[src/rtl/ctrl_capture_uart.sv]
`default_nettype none
// ============================================================================
// Module   : ctrl_capture_uart
// Purpose  : Captures DEPTH bytes on request, then streams them out as
//            back-to-back 8N1 UART frames, LSB first.
// Revision : 1.0 - initial release
// ============================================================================
module ctrl_capture_uart #(
    parameter int DEPTH    = 16,
    parameter int BAUD_DIV = 4
) (
    input  logic       clk,
    input  logic       rst_n,
    input  logic [7:0] in,
    input  logic       start,
    output logic       tx,
    output logic       busy,
    output logic       done
);

    localparam int c_IDX_W = $clog2(DEPTH);
    localparam int c_CNT_W = $clog2(BAUD_DIV);
    localparam logic [c_IDX_W-1:0] c_LAST_IDX = c_IDX_W'(DEPTH - 1);
    localparam logic [c_CNT_W-1:0] c_LAST_CNT = c_CNT_W'(BAUD_DIV - 1);
    localparam logic [3:0]         c_STOP_BIT = 4'd9;

    localparam logic [1:0] c_IDLE    = 2'd0;
    localparam logic [1:0] c_CAPTURE = 2'd1;
    localparam logic [1:0] c_SEND    = 2'd2;

    logic [1:0]         r_state;
    logic [1:0]         w_state_next;
    logic [c_CNT_W-1:0] r_cnt;
    logic [3:0]         r_bit;
    logic [c_IDX_W-1:0] r_idx;
    logic               r_done;
    logic [7:0]         r_buf [DEPTH];
    logic [7:0]         w_byte;
    logic               w_bit_end;
    logic               w_frame_end;
    logic               w_last_byte;
    logic               w_tx_bit;

    assign w_byte      = r_buf[r_idx];
    assign w_bit_end   = (r_cnt == c_LAST_CNT);
    assign w_frame_end = w_bit_end && (r_bit == c_STOP_BIT);
    assign w_last_byte = (r_idx == c_LAST_IDX);

    always_ff @(posedge clk or negedge rst_n) begin
        if (!rst_n) begin
            r_state <= c_IDLE;
        end else begin
            r_state <= w_state_next;
        end
    end

    always_comb begin
        w_state_next = r_state;
        case (r_state)
            c_IDLE:    if (start) w_state_next = c_CAPTURE;
            c_CAPTURE: if (w_last_byte) w_state_next = c_SEND;
            c_SEND:    if (w_frame_end && w_last_byte) w_state_next = c_IDLE;
            default:   w_state_next = c_IDLE;
        endcase
    end

    // Frame position 0 is the start bit, 1..8 carry data LSB first, 9 is stop.
    always_comb begin
        w_tx_bit = 1'b1;
        case (r_bit)
            4'd0:    w_tx_bit = 1'b0;
            4'd1:    w_tx_bit = w_byte[0];
            4'd2:    w_tx_bit = w_byte[1];
            4'd3:    w_tx_bit = w_byte[2];
            4'd4:    w_tx_bit = w_byte[3];
            4'd5:    w_tx_bit = w_byte[4];
            4'd6:    w_tx_bit = w_byte[5];
            4'd7:    w_tx_bit = w_byte[6];
            4'd8:    w_tx_bit = w_byte[7];
            default: w_tx_bit = 1'b1;
        endcase
    end

    always_comb begin
        tx   = 1'b1;
        busy = 1'b0;
        case (r_state)
            c_CAPTURE: busy = 1'b1;
            c_SEND: begin
                busy = 1'b1;
                tx   = w_tx_bit;
            end
            default: begin
                tx   = 1'b1;
                busy = 1'b0;
            end
        endcase
    end

    assign done = r_done;

    // The byte index doubles as the write pointer during capture and the
    // read pointer during send; it is cleared on the hand-over edge.
    always_ff @(posedge clk or negedge rst_n) begin
        if (!rst_n) begin
            r_cnt  <= '0;
            r_bit  <= '0;
            r_idx  <= '0;
            r_done <= 1'b0;
        end else begin
            r_done <= (r_state == c_SEND) && (w_state_next == c_IDLE);
            case (r_state)
                c_CAPTURE: begin
                    r_cnt <= '0;
                    r_bit <= '0;
                    r_idx <= w_last_byte ? '0 : r_idx + 1'b1;
                end
                c_SEND: begin
                    if (w_bit_end) begin
                        r_cnt <= '0;
                        if (r_bit == c_STOP_BIT) begin
                            r_bit <= '0;
                            r_idx <= w_last_byte ? '0 : r_idx + 1'b1;
                        end else begin
                            r_bit <= r_bit + 4'd1;
                        end
                    end else begin
                        r_cnt <= r_cnt + 1'b1;
                    end
                end
                default: begin
                    r_cnt <= '0;
                    r_bit <= '0;
                    r_idx <= '0;
                end
            endcase
        end
    end

    always_ff @(posedge clk) begin
        if (r_state == c_CAPTURE) begin
            r_buf[r_idx] <= in;
        end
    end

endmodule
`default_nettype wire

[config.mk]
export PLATFORM = sky130hd
export DESIGN_NAME = ctrl_capture_uart
export DESIGN_NICKNAME = d
export VERILOG_FILES = /design/src/rtl/ctrl_capture_uart.sv
export SDC_FILE = /design/constraint.sdc
export NUM_CORES = 1
export LEC_CHECK = 0
export ABC_CLOCK_PERIOD_IN_PS = 2300
export CAP_MARGIN = 20
export CORE_ASPECT_RATIO = 1.5
export CORE_UTILIZATION = 40
export DETAILED_ROUTE_END_ITERATION = 16
export RECOVER_POWER = 50
export SLEW_MARGIN = 20
export SYNTH_ARGS = -nofsm -noshare
export SYNTH_HDL_FRONTEND = slang
export SYNTH_SLANG_ARGS = --single-unit
export TNS_END_PERCENT = 5
[constraint.sdc]
create_clock -name clk -period 2.3 [get_ports clk]
set_clock_uncertainty 0.15 [all_clocks]
set_input_delay 0.345 -clock clk [delete_from_list [all_inputs] [get_ports clk]]
set_output_delay 0.345 -clock clk [all_outputs]
set_load 0.05 [all_outputs]
# Word-level counts from Yosys, hierarchy flattened

Memory sizes are Yosys's and may differ from the RTL's.
Index checks and enable logic that the tools add are counted.

Shift-type cells: 0
Reduce and logical (&&, ||, !) cells: 8
Div/mod/pow operators: 0
Eq/ne operators: 15
Muxes and demuxes: 18
Add/subtract/negate cells: 3
Magnitude comparators: 0
Bitwise gates (word level): 0
Multiply operators: 0

Operator list:

| operator                                                               | count |
|---|---|
| 4-bit two-way mux                                                      | 6 |
| 4-bit by 3-bit equality test with 1-bit output (second input constant) | 4 |
| 4-bit equality test (second input constant)                            | 3 |
| 2-bit two-way mux                                                      | 5 |
| 1-bit one-hot mux with 9 select lines                                  | 1 |
| 4-bit by 1-bit adder with 4-bit output (second input constant)         | 2 |
| 4-bit by 2-bit equality test with 1-bit output (second input constant) | 2 |
| 4-bit one-hot mux with 2 select lines                                  | 1 |
| 2-bit one-hot mux with 3 select lines                                  | 1 |
| 2-bit equality test (second input constant)                            | 2 |
| 4-bit by 1-bit equality test with 1-bit output (second input constant) | 1 |
| 2-bit logical NOT                                                      | 2 |
| 4-bit logical NOT                                                      | 1 |
| 1-bit two-way mux                                                      | 4 |
| 1-bit logical AND                                                      | 3 |
| 2-bit by 1-bit adder with 2-bit output (second input constant)         | 1 |
| 2-bit by 1-bit equality test with 1-bit output (second input constant) | 1 |
| 2-bit by 1-bit != test with 1-bit output (second input constant)       | 1 |
| 2-bit != test (second input constant)                                  | 1 |
| 2-bit AND reduction                                                    | 1 |
| 2-bit OR reduction                                                     | 1 |

Latch bits: 0
Bits in writable memories: 128
Register bits: 13
Memories: 1
Output and inout port bits: 3
Bits of input ports: 11
Memory bits (read-only): 0

Memory list:

| name  | depth | width | read ports | clocked after Yosys merged registers in | wr ports | RTL line | text |
|---|---|---|---|---|---|---|---|
| r_buf | 16    | 8     | 1          | 0                                       | 1        | 37       | `logic [7:0] r_buf [DEPTH];` |

# Logic depth before layout (Yosys ltp)

Gate-level depths: netlist of the first run.

Word-level depth: 7
Mapped depth: 8

# Worst setup path after synthesis of the first run

Ideal clock, no wire load.

Path kind: register to output
From: register r_idx[0]
To: output port tx
Path buffers: 2
Arrival time: 2.228 ns
Stages on the path, launching flop included: 7
Setup slack: -0.423 ns
Cell sequence: dfrtp_1 -> buf_6 -> buf_12 -> mux4_1 -> mux4_2 -> o21ai_1 -> nand3_1

Word-level cells in the longest chain between the ends: 3

Ends and longest elaborated chain:

| what                                  | RTL line | text |
|---|---|---|
| from (decl)                           | 35       | `logic [c_IDX_W-1:0] r_idx;` |
| from (signal assigned)                | 116      | `r_idx <= w_last_byte ? '0 : r_idx + 1'b1;` |
| from (signal assigned)                | 123      | `r_idx <= w_last_byte ? '0 : r_idx + 1'b1;` |
| memory read 16 x 8 bit                | -        |  |
| 1-bit one-hot mux with 9 select lines | 70       | `case (r_bit)` |
| 1-bit two-way mux                     | 87       | `case (r_state)` |
| to (decl)                             | 16       | `output logic tx,` |

No other way between the ends.

# Worst setup path in the final report of the first run

Ends and elaborated chain as after synthesis.

==> impl_metrics.tcl, run 1 <==
set metrics [dict create \
    status "complete, but fails checks" \
    failed_checks "negative setup slack" \
    grt_remaining_overflow 0 \
    synthCells 325 \
    max_cap_viol_count 0 \
    dpl.hpwl_mm 8.43 \
    crit_type "register to output pin" \
    cts_root_buf "clkbuf_16" \
    syn2layout_area_growth_pct 24.4 \
    h-tree-depth 4 \
    synth_nets 345 \
    die_y_um 150 \
    hold_viol 0 \
    path_clk_slew_ns 0.07 \
    vias_per_cell 5.31 \
    diodes 0 \
    vias 3180 \
    drtIter0Drc 140 \
    drc 0 \
    wl_per_cell_um 20.5 \
    r2r-start "r_idx[0]" \
    place_ws_ns -0.426 \
    peakVddDrop_mv 0.532 \
    cts_buffers 17 \
    cts_buffer_depth 2 \
    synth_area_sq_um 5850 \
    reg2reg_setup_slack_ns 0.08 \
    grt_usage_pct 18.4 \
    numPortBuffers 13 \
    grt_pass1_vias 3411 \
    synth-edff-count 128 \
    ys_seq_area_share_pct 71.2 \
    tightest_slew_ns 0.597 \
    cp-start-kind "register" \
    arrival_ns 2.56 \
    p_leak_nw 2.55 \
    clkSinkCount 141 \
    grt_max_degree 26 \
    fill_cells 1123 \
    power_mw 8.03 \
    ys.flop_type "edfxtp_1" \
    start_util_pct 41.4 \
    gp_routability_congestion 0.791 \
    antenna_found_initial 0 \
    dpl.cell_count 562 \
    fin_crit_ns 3.05 \
    fmax_ghz 0.327 \
    p_per_area_nw_per_um2 1100 \
    drv_slew 0 \
    core_area_sq_um 14100 \
    wl_mm 12.3 \
    synth_cell_types 42 \
    fin_crit_sh_pct 133 \
    setup_viol_count_final 1 \
    rsz0062_at_grt "true" \
    avgSynthCellArea_sq_um 18.0 \
    grt_pass1_wl_mm 19.4 \
    slowest_delay_ns 0.54 \
    clock_latency_ns 0.42 \
    holdCritPathClass "input pin to asynchronous set/reset pin" \
    ys_async_sr_fraction_pct 9.22 \
    end_kind "output pin" \
    fp-row-count 53 \
    cts_tree "built" \
    critPathMaxFanout 5 \
    crit_path_top_delay_cell "mux4_1" \
    fin_cells 599 \
    synth_warnings 0 \
    worstPathRequired_ns 1.80 \
    layout.nets 414 \
    io_pins 14 \
    cp_cell_sequence "buf_6 -> mux4_1 -> mux2i_1 -> o32ai_1 -> a211oi_1 -> and3_4 -> nand3_4 -> buf_8" \
    reg2reg_to "r_buf[0][0]" \
    fin_tns_setup_ns -0.754 \
    die_w_um 101 \
    first_pass_iters 7 \
    postRouteAntennaNets 0 \
    setup_slack_ns -0.754 \
    die_area_sq_um 15100 \
    worstRegToRegCells 7 \
    slew_headroom_pct 60.1 \
    synth_seq_cells 141 \
    final_layout_size_suffix_gt1_share_pct 31.2 \
]
## how the worst max path moves through the flow
stage	from	endpoint	slack, ns	depth (start not counted)
global placement	r_idx[0]	tx	-0.39	8
CTS	r_idx[0]	tx	-0.78	6
detailed placement	r_idx[0]	tx	-0.43	8
finish	r_idx[0]	tx	-0.75	8
global route	r_idx[0]	tx	-0.85	8
floorplan	r_idx[0]	tx	-0.24	6
## state kept, by name (all words and copies together), names as in the netlist
signal	count
r_idx	4
r_cnt	2
done	1
r_bit	4
r_state	2
r_buf	128
## layout by cell type, fill, tap and decap left out, drive strengths merged
master	n
clkbuf	17
a22oi	1
a31o	1
inv	15
dlygate4sd3	9
nor2	19
nor3b	2
a2111oi	3
buf	54
clkdlybuf4s50	2
a21boi	1
o41ai	2
nand2	19
nand3b	2
nor3	6
clkinv	9
a21oi	5
bufbuf	1
mux2i	10
edfxtp	128
and2	4
mux4	31
mux2	1
dfrtp	13
o21ai	12
and3	1
nor2b	9
o32ai	1
o2bb2ai	1
ha	9
a311o	1
nand4	2
nand3	10
xor2	1
xnor2	1
a211oi	1
a221oi	3
## critical path: cells and delay by family (launching register included)
| family | cells | cell delay [ns] |
|---|---|---|
| DFF | 1 | 0.45 |
| buffers and inverters | 2 | 0.32 |
| and+or+nand+nor | 2 | 0.31 |
| muxes | 2 | 0.77 |
| AOI/OAI and AO/OA | 2 | 0.29 |
## Yosys cell counts (all sizes together), types with 8 or more instances
library cell | n | area, sq um
edfxtp | 128 | 3840
nand3 | 10 | 50.1
nand2 | 19 | 71.3
inv | 8 | 30.0
buf | 10 | 72.6
mux4 | 31 | 739
dfrtp | 13 | 325
o21ai | 12 | 60.1
nor2b | 9 | 56.3
nor2 | 19 | 71.3
ha | 9 | 113
mux2i | 10 | 100
## metrics by stage
stage	area, sq um	utilization (%)	hold slack (ns)
4_1_cts	7250	51.3	0.162
3_5_place_dp	6540	46.3	0.281
5_1_grt	7280	51.5	0.259
2_1_floorplan	5860	-	-0.101
6_report	7280	51.5	0.223
3_3_place_gp	6540	46.3	0.276
## cell type report
type	instances	area, sq um	share of cell area, %
clock inverter	15	189	2.59
multi-input combinational	159	1610	22.0
clock buffer	17	425	5.84
sequential	141	4170	57.3
tap	192	240	3.30
inverter	9	33.8	0.464
timing repair buffer	66	617	8.47
## power breakdown
group	leakage (nW)	internal, mW	total [mW]	switching (mW)
combinational	0.920	1.11	2.18	1.06
clock	0.298	1.48	2.72	1.24
sequential	1.33	3.04	3.13	0.0949
total	2.55	5.63	8.03	2.40
## per-layer routing
| metal | wire length, um | global-route usage [%] | vias up |
|---|---|---|---|
| li1 | - | - | 1435 |
| met1 | 4700 | 20.1 | 1644 |
| met2 | 6880 | 33.3 | 77 |
| met3 | 417 | 4.74 | 24 |
| met4 | 306 | 7.83 | 0 |
| met5 | 0 | 0 | - |
## cell families (layout without fill, tap and decap cells)
| kind of cell | count (synthesis) | count (layout) | synth area share [%] |
|---|---|---|---|
| DFF | 141 | 141 | 71.2 |
| muxes | 42 | 42 | 14.5 |
| AOI/OAI and AO/OA | 32 | 32 | 3.78 |
| buffers and inverters | 25 | 107 | 2.20 |
| xor gates and xnor gates | 2 | 2 | 0.299 |
| adders and majority gates | 9 | 9 | 1.92 |
| and+or+nand+nor | 74 | 74 | 6.03 |
## what timing repair did
action                     in CTS  in global routing
setup endpoints to repair       1                 45
gates resized for setup        12                  6
pin swaps                       3                  0
hold buffers                    0                  0
cloned                          1                  0
setup buffers                   3                  1
Note: power is estimated with default switching activity, not from simulation.
==> inputs of run 2 (changes only) <==
--- a/config.mk
+++ b/config.mk
@@ -11,7 +11,6 @@
 export CORE_UTILIZATION = 40
 export DETAILED_ROUTE_END_ITERATION = 16
 export RECOVER_POWER = 50
-export SLEW_MARGIN = 20
 export SYNTH_ARGS = -nofsm -noshare
 export SYNTH_HDL_FRONTEND = slang
 export SYNTH_SLANG_ARGS = --single-unit
==> results of run 2 <==
Final layout, timing and power as in run 1 (identical DEF).
